`config.mk`:
```
export PLATFORM = sky130hd
export DESIGN_NAME = instr_encoder_loader
export DESIGN_NICKNAME = d
export VERILOG_FILES = /design/src/rtl/instr_encoder_loader.sv
export SDC_FILE = /design/constraint.sdc
export NUM_CORES = 1
export LEC_CHECK = 0
export CORE_UTILIZATION = 45
export CTS_CLUSTER_DIAMETER = 200
export DETAILED_ROUTE_END_ITERATION = 10
export GPL_TIMING_DRIVEN = 0
export PLACE_DENSITY = 0.88
export REMOVE_ABC_BUFFERS = 1
export SYNTH_ARGS = -nofsm -noshare
export SYNTH_HDL_FRONTEND = slang
export SYNTH_SLANG_ARGS = --single-unit
export TNS_END_PERCENT = 30
```
`constraint.sdc`:
```
create_clock -name clk -period 5.5 [get_ports clk]
set_input_delay 0.825 -clock clk [delete_from_list [all_inputs] [get_ports clk]]
set_output_delay 0.825 -clock clk [all_outputs]
set_load 0.01 [all_outputs]
```
`src/rtl/instr_encoder_loader.sv`:
```
// Boot-time program loader: packs instruction descriptors into RV32 words
// and streams them into instruction memory at consecutive byte addresses.
module instr_encoder_loader #(
  parameter int unsigned ADDR_W = 32,
  parameter int unsigned CNT_W  = 16
) (
  input  logic              clk,
  input  logic              reset,
  input  logic              start,
  input  logic [ADDR_W-1:0] base_addr,
  input  logic [CNT_W-1:0]  word_count,
  input  logic              in_valid,
  output logic              in_ready,
  input  logic [6:0]        in_op,
  input  logic [4:0]        in_rd,
  input  logic [4:0]        in_rs1,
  input  logic [4:0]        in_rs2,
  input  logic [2:0]        in_funct3,
  input  logic [6:0]        in_funct7,
  input  logic [31:0]       in_imm,
  output logic              imem_we,
  output logic [ADDR_W-1:0] imem_addr,
  output logic [31:0]       imem_wdata,
  input  logic              imem_ready,
  output logic              busy,
  output logic              done,
  output logic              err,
  output logic [CNT_W-1:0]  err_count
);

  localparam logic [6:0] OpLoad   = 7'b0000011;
  localparam logic [6:0] OpFload  = 7'b0000111;
  localparam logic [6:0] OpStore  = 7'b0100011;
  localparam logic [6:0] OpFstore = 7'b0100111;
  localparam logic [6:0] OpRtype  = 7'b0110011;
  localparam logic [6:0] OpFpR    = 7'b1010011;
  localparam logic [6:0] OpBranch = 7'b1100011;
  localparam logic [6:0] OpAluI   = 7'b0010011;
  localparam logic [6:0] OpJal    = 7'b1101111;
  localparam logic [6:0] OpLui    = 7'b0110111;
  localparam logic [6:0] OpStall  = 7'b0000000;

  typedef enum logic [1:0] {StIdle, StLoad, StDrain, StDone} state_e;

  state_e              state_q, state_d;
  logic [ADDR_W-1:0]   addr_q, addr_d;       // address for the next accepted descriptor
  logic [CNT_W-1:0]    remaining_q, remaining_d;
  logic                we_q, we_d;
  logic [ADDR_W-1:0]   waddr_q, waddr_d;
  logic [31:0]         wdata_q, wdata_d;
  logic                err_q, err_d;
  logic [CNT_W-1:0]    err_count_q, err_count_d;

  logic                accept;
  logic                wr_fire;
  logic [31:0]         enc_word;
  logic                enc_err;
  logic signed [31:0]  imm_s;

  assign imm_s = in_imm;

  // Combinational encoder; any error replaces the word with zero.
  always_comb begin
    enc_word = '0;
    enc_err  = 1'b0;
    case (in_op)
      OpLoad, OpFload, OpAluI: begin
        enc_err  = (imm_s < -32'sd2048) || (imm_s > 32'sd2047);
        enc_word = {in_imm[11:0], in_rs1, in_funct3, in_rd, in_op};
      end
      OpStore, OpFstore: begin
        enc_err  = (imm_s < -32'sd2048) || (imm_s > 32'sd2047);
        enc_word = {in_imm[11:5], in_rs2, in_rs1, in_funct3, in_imm[4:0], in_op};
      end
      OpBranch: begin
        enc_err  = (imm_s < -32'sd4096) || (imm_s > 32'sd4094) || in_imm[0];
        enc_word = {in_imm[12], in_imm[10:5], in_rs2, in_rs1, 3'b000,
                    in_imm[4:1], in_imm[11], in_op};
      end
      OpJal: begin
        enc_err  = (imm_s < -32'sd1048576) || (imm_s > 32'sd1048574) || in_imm[0];
        enc_word = {in_imm[20], in_imm[10:1], in_imm[11], in_imm[19:12], in_rd, in_op};
      end
      OpLui: begin
        enc_err  = (in_imm[11:0] != 12'h000);
        enc_word = {in_imm[31:12], in_rd, in_op};
      end
      OpRtype, OpFpR: begin
        enc_word = {in_funct7, in_rs2, in_rs1, in_funct3, in_rd, in_op};
      end
      OpStall: enc_word = '0;
      default: enc_err = 1'b1;
    endcase
    if (enc_err) enc_word = '0;
  end

  // One-entry output register: accept whenever it is empty or draining this cycle.
  assign in_ready = (state_q == StLoad) && (remaining_q != '0) && (!we_q || imem_ready);
  assign accept   = in_valid && in_ready;
  assign wr_fire  = we_q && imem_ready;

  // Next-state, datapath and session bookkeeping.
  always_comb begin
    state_d     = state_q;
    addr_d      = addr_q;
    remaining_d = remaining_q;
    we_d        = we_q;
    waddr_d     = waddr_q;
    wdata_d     = wdata_q;
    err_d       = err_q;
    err_count_d = err_count_q;

    if (wr_fire) we_d = 1'b0;
    if (accept) begin
      we_d        = 1'b1;
      waddr_d     = addr_q;
      wdata_d     = enc_word;
      addr_d      = addr_q + ADDR_W'(4);
      remaining_d = remaining_q - CNT_W'(1);
      if (enc_err) begin
        err_d = 1'b1;
        if (err_count_q != {CNT_W{1'b1}}) err_count_d = err_count_q + CNT_W'(1);
      end
    end

    case (state_q)
      StIdle, StDone: begin
        if (start) begin
          addr_d      = {base_addr[ADDR_W-1:2], 2'b00};
          remaining_d = word_count;
          err_d       = 1'b0;
          err_count_d = '0;
          state_d     = (word_count == '0) ? StDone : StLoad;
        end
      end
      StLoad:  if (accept && remaining_q == CNT_W'(1)) state_d = StDrain;
      StDrain: if (wr_fire) state_d = StDone;
      default: state_d = StIdle;
    endcase
  end

  // State and output registers.
  always_ff @(posedge clk or posedge reset) begin
    if (reset) begin
      state_q     <= StIdle;
      addr_q      <= '0;
      remaining_q <= '0;
      we_q        <= 1'b0;
      waddr_q     <= '0;
      wdata_q     <= '0;
      err_q       <= 1'b0;
      err_count_q <= '0;
    end else begin
      state_q     <= state_d;
      addr_q      <= addr_d;
      remaining_q <= remaining_d;
      we_q        <= we_d;
      waddr_q     <= waddr_d;
      wdata_q     <= wdata_d;
      err_q       <= err_d;
      err_count_q <= err_count_d;
    end
  end

  assign imem_we    = we_q;
  assign imem_addr  = waddr_q;
  assign imem_wdata = wdata_q;
  assign busy       = (state_q == StLoad) || (state_q == StDrain);
  assign done       = (state_q == StDone);
  assign err        = err_q;
  assign err_count  = err_count_q;

endmodule

```
==> results.md <==
* Outcome: finished, violations left
* Failing checks: DRC
* # hold bufs at CTS at 0
* Chip Height at 126 um
* Hold Crit Class: reg2reg
* Post-Synth Adder-Cell Area at 1.28%
* Data arrival, critical path at 4.42 ns
* Initial antenna violation count at 0
* Top cells by area, synth: dfrtp_1, nand2_1, o21ai_1
* Lkg Pwr at 3.83 nW
* 1st-iter DRT viols at 578
* Final setup viols at 0
* Synth cell types at 65
* CTS Buffer Depth at 2
* Vias in the first global route at 6542
* Post-layout util at 64.9%
* Drt drc at 14
* Setup crit end kind: flip-flop
* Worst path cell trace: clkdlybuf4s50_1, nand2b_1, nand3_1, nor2_4, o21ai_0, or3_1, or3_1, a21oi_1
* Layout Nets at 1082
* CTS tree: yes
* Worst-path fanout max at 40
* Vias/cell at 5.80
* Mapped cell area at 6870 sq um
* Layout area overhead at 38.9%
* Post-cts sizing count at 0
* N_diodes at 0
* Fill count at 1174
* Clock Sinks at 128
* Routability Congestion at 0.948
* WS Path Type: in2reg
* Gate Count Post-Synth at 786
* Main combinational cell family by area after synthesis: simple AND/OR/NAND/NOR gates
* Slew Limit Fails at 0
* Unrepaired setup endpoints after global routing: false
* Input/output buffers at 197
* CTS root buffer: clkbuf_16
* #FFs+latches synth at 128
* Final hold vios at 0
* Critical Path Source Type: input pin
* Number of flops mapped to enable cells by yosys at 0
* First-pass GRT wire length at 32.8 mm
* Final min period at 4.07 ns
* Synth Area in Compound Gates at 15.2%
* Num CTS Buffers at 17
* Io pins at 202
* Post-detailed-placement half-perimeter wirelength at 14.1 mm
* Worst skew pair latency at 0.42 ns
* Total number of vias at 6703
* Synth warn at 0
* Synth Area per Inst at 8.73 sq um
* Mux cell area share after synthesis at 0%
* Largest net degree at the start of global routing at 78
* Peak VDD IR at 0.237 mV
* Drt wl/cell at 17.6 um
* Clock Skews at 0.0102 ns
* GR Overflow Total at 0
* Pre-CTS setup slack at 0.767 ns
* Final antenna-violating net count at 0
* Max Clk Rate at 246 MHz
* Post-synthesis sequential area ratio at 46.7%
* Synth Area in XOR/XNOR at 5.87%
* DRT Pass-1 Iters at 9
* Die X at 126 um
* CP max stage delay at 0.90 ns
* PwrDens at 418 nW/um^2
* CTS H-Tree Depth at 4
* Top-count cell post-synth: nand2_1
* Total GRT Usage at 26.5%
* Post-CTS Setup Bufs at 0
* Simple-Gate Fraction of Synth Area at 26.3%
* Post-synth ARST share at 100%
* Max_slew headroom at 15.8%
* Reg clk slew, reported paths at 0.06 ns
* Yosys top cell by area: dfrtp_1
* Largest delay contributor family on the critical path: simple AND/OR/NAND/NOR gates
* Required @ worst endpoint at 5.85 ns
* Main synth FF type: dfrtp_1
* Top cells by instance count after synthesis: nand2_1, dfrtp_1, o21ai_1
* Worst slew pin tran at 1.25 ns
* Max-Cap Viols at 0
* Post-route setup slack at 1.43 ns
* Final WL at 20.4 mm
* Initial Util at 46.7%
* Top cell type's share of synthesized area at 46.7%
* Crit share post-route at 74.0%
* Post-route setup TNS at 0 ns
* CP bufs+invs at 1
* Core region area at 14700 sq um
* Critical path's slowest cell: nor2_4
* Most frequent cell on the critical path: or3_1
* Share of layout cells above drive strength 1 at 5.66%
* Die area at 15800 sq um
* Row cnt at 44
## worst register-to-register path: cells and delay by family, from the launching register on
family	cells	cell delay [ns]
compound gates	2	0.90
fa+ha+maj	1	0.23
buf+inv	1	0.08
flops	1	0.41
simple gates	4	2.03
## registers in the layout, indices dropped and copies added (netlist names)
| signal | count |
|---|---|
| imem_wdata | 32 |
| addr_q | 30 |
| imem_addr | 30 |
| err_count | 16 |
| remaining_q | 16 |
| state_q | 2 |
| err | 1 |
| imem_we | 1 |
## final cells by class
type,count,area [sq um],area share [%]
multi-input combinational,589,3370,35.3
sequential,128,3200,33.6
timing repair buffer,200,2040,21.4
clock buffer,21,480,5.04
tap,184,230,2.41
clock inverter,11,128,1.34
inverter,22,87.6,0.919
## metal layers
| metal | global-route usage (%) | vias to the layer above | wire (um) | part of all wire, % |
|---|---|---|---|---|
| li1 | - | 3131 | - | - |
| met1 | 31.5 | 3144 | 8160 | 40 |
| met2 | 44.8 | 386 | 9960 | 49 |
| met3 | 7.23 | 42 | 1730 | 8.5 |
| met4 | 11.5 | 0 | 535 | 2.6 |
| met5 | 0 | - | 0 | 0 |
## cell families (layout without fill, tap and decap cells)
family	after synthesis	in the layout
AO/OA/AOI/OAI	166	166
adder cells (fa/ha/maj)	7	7
buffers and inverters	70	254
flip-flops	128	128
AND/OR/NAND/NOR	368	368
other	1	2
XOR/XNOR	46	46
## report_power, final
part           total, mW  switching, mW  internal, mW
Clock               1.15          0.436         0.718
Combinational       1.34          0.725         0.617
Sequential          1.49          0.265          1.22
Total               3.99           1.43          2.56
## cell usage in the layout, fill, tap and decap left out, types with 3 or more instances in the layout
cell / netlist / final
a31oi_1: 3 / 3
and3_1: 15 / 15
or4_1: 9 / 9
nor2_1: 30 / 29
o211ai_1: 4 / 4
nor3_1: 14 / 14
or3_1: 9 / 9
nand3_1: 30 / 30
a222oi_1: 13 / 13
nand2b_1: 3 / 3
clkdlybuf4s50_1: 0 / 197
dfrtp_1: 128 / 128
inv_6: 0 / 4
ha_1: 7 / 7
nand2_1: 188 / 188
xnor2_1: 30 / 30
clkinvlp_4: 0 / 3
o31ai_1: 7 / 7
inv_1: 21 / 20
clkbuf_8: 0 / 4
a22oi_1: 15 / 15
o21ai_1: 74 / 74
nand4_1: 19 / 19
clkbuf_16: 0 / 17
nor2b_1: 3 / 3
nor4_1: 20 / 20
xor2_1: 16 / 16
and2_1: 5 / 5
a21oi_1: 21 / 21
o21ai_0: 10 / 10
## metrics by stage
| step | instances | total power, mW | hold slack, ns | cell area, sq um |
|---|---|---|---|---|
| 2_1_floorplan | 739 | 2.20 | 0.460 | 6630 |
| 4_1_cts | 1155 | 4.00 | 0.480 | 9530 |
| 3_3_place_gp | 1120 | 2.73 | 0.457 | 8830 |
| 6_report | 1155 | 3.99 | 0.476 | 9530 |
| 5_1_grt | 1155 | 4.21 | 0.493 | 9530 |
| 3_5_place_dp | 1123 | 2.82 | 0.467 | 8920 |
## final timing paths
path | from | end | cells past startpoint | slack [ns]
max | imem_ready | err_count[11] | 8 | 1.43
min | imem_addr[3] | imem_addr[3] | 2 | 0.48
max reg2reg | state_q[1] | err_count[11] | 8 | 1.78
min reg2reg | imem_addr[3] | imem_addr[3] | 2 | 0.48
max in group asynchronous | reset | imem_addr[17] | 3 | 3.93
min in group asynchronous | reset | err_count[0] | 2 | 0.84
Power figures use the tool's default switching activity.
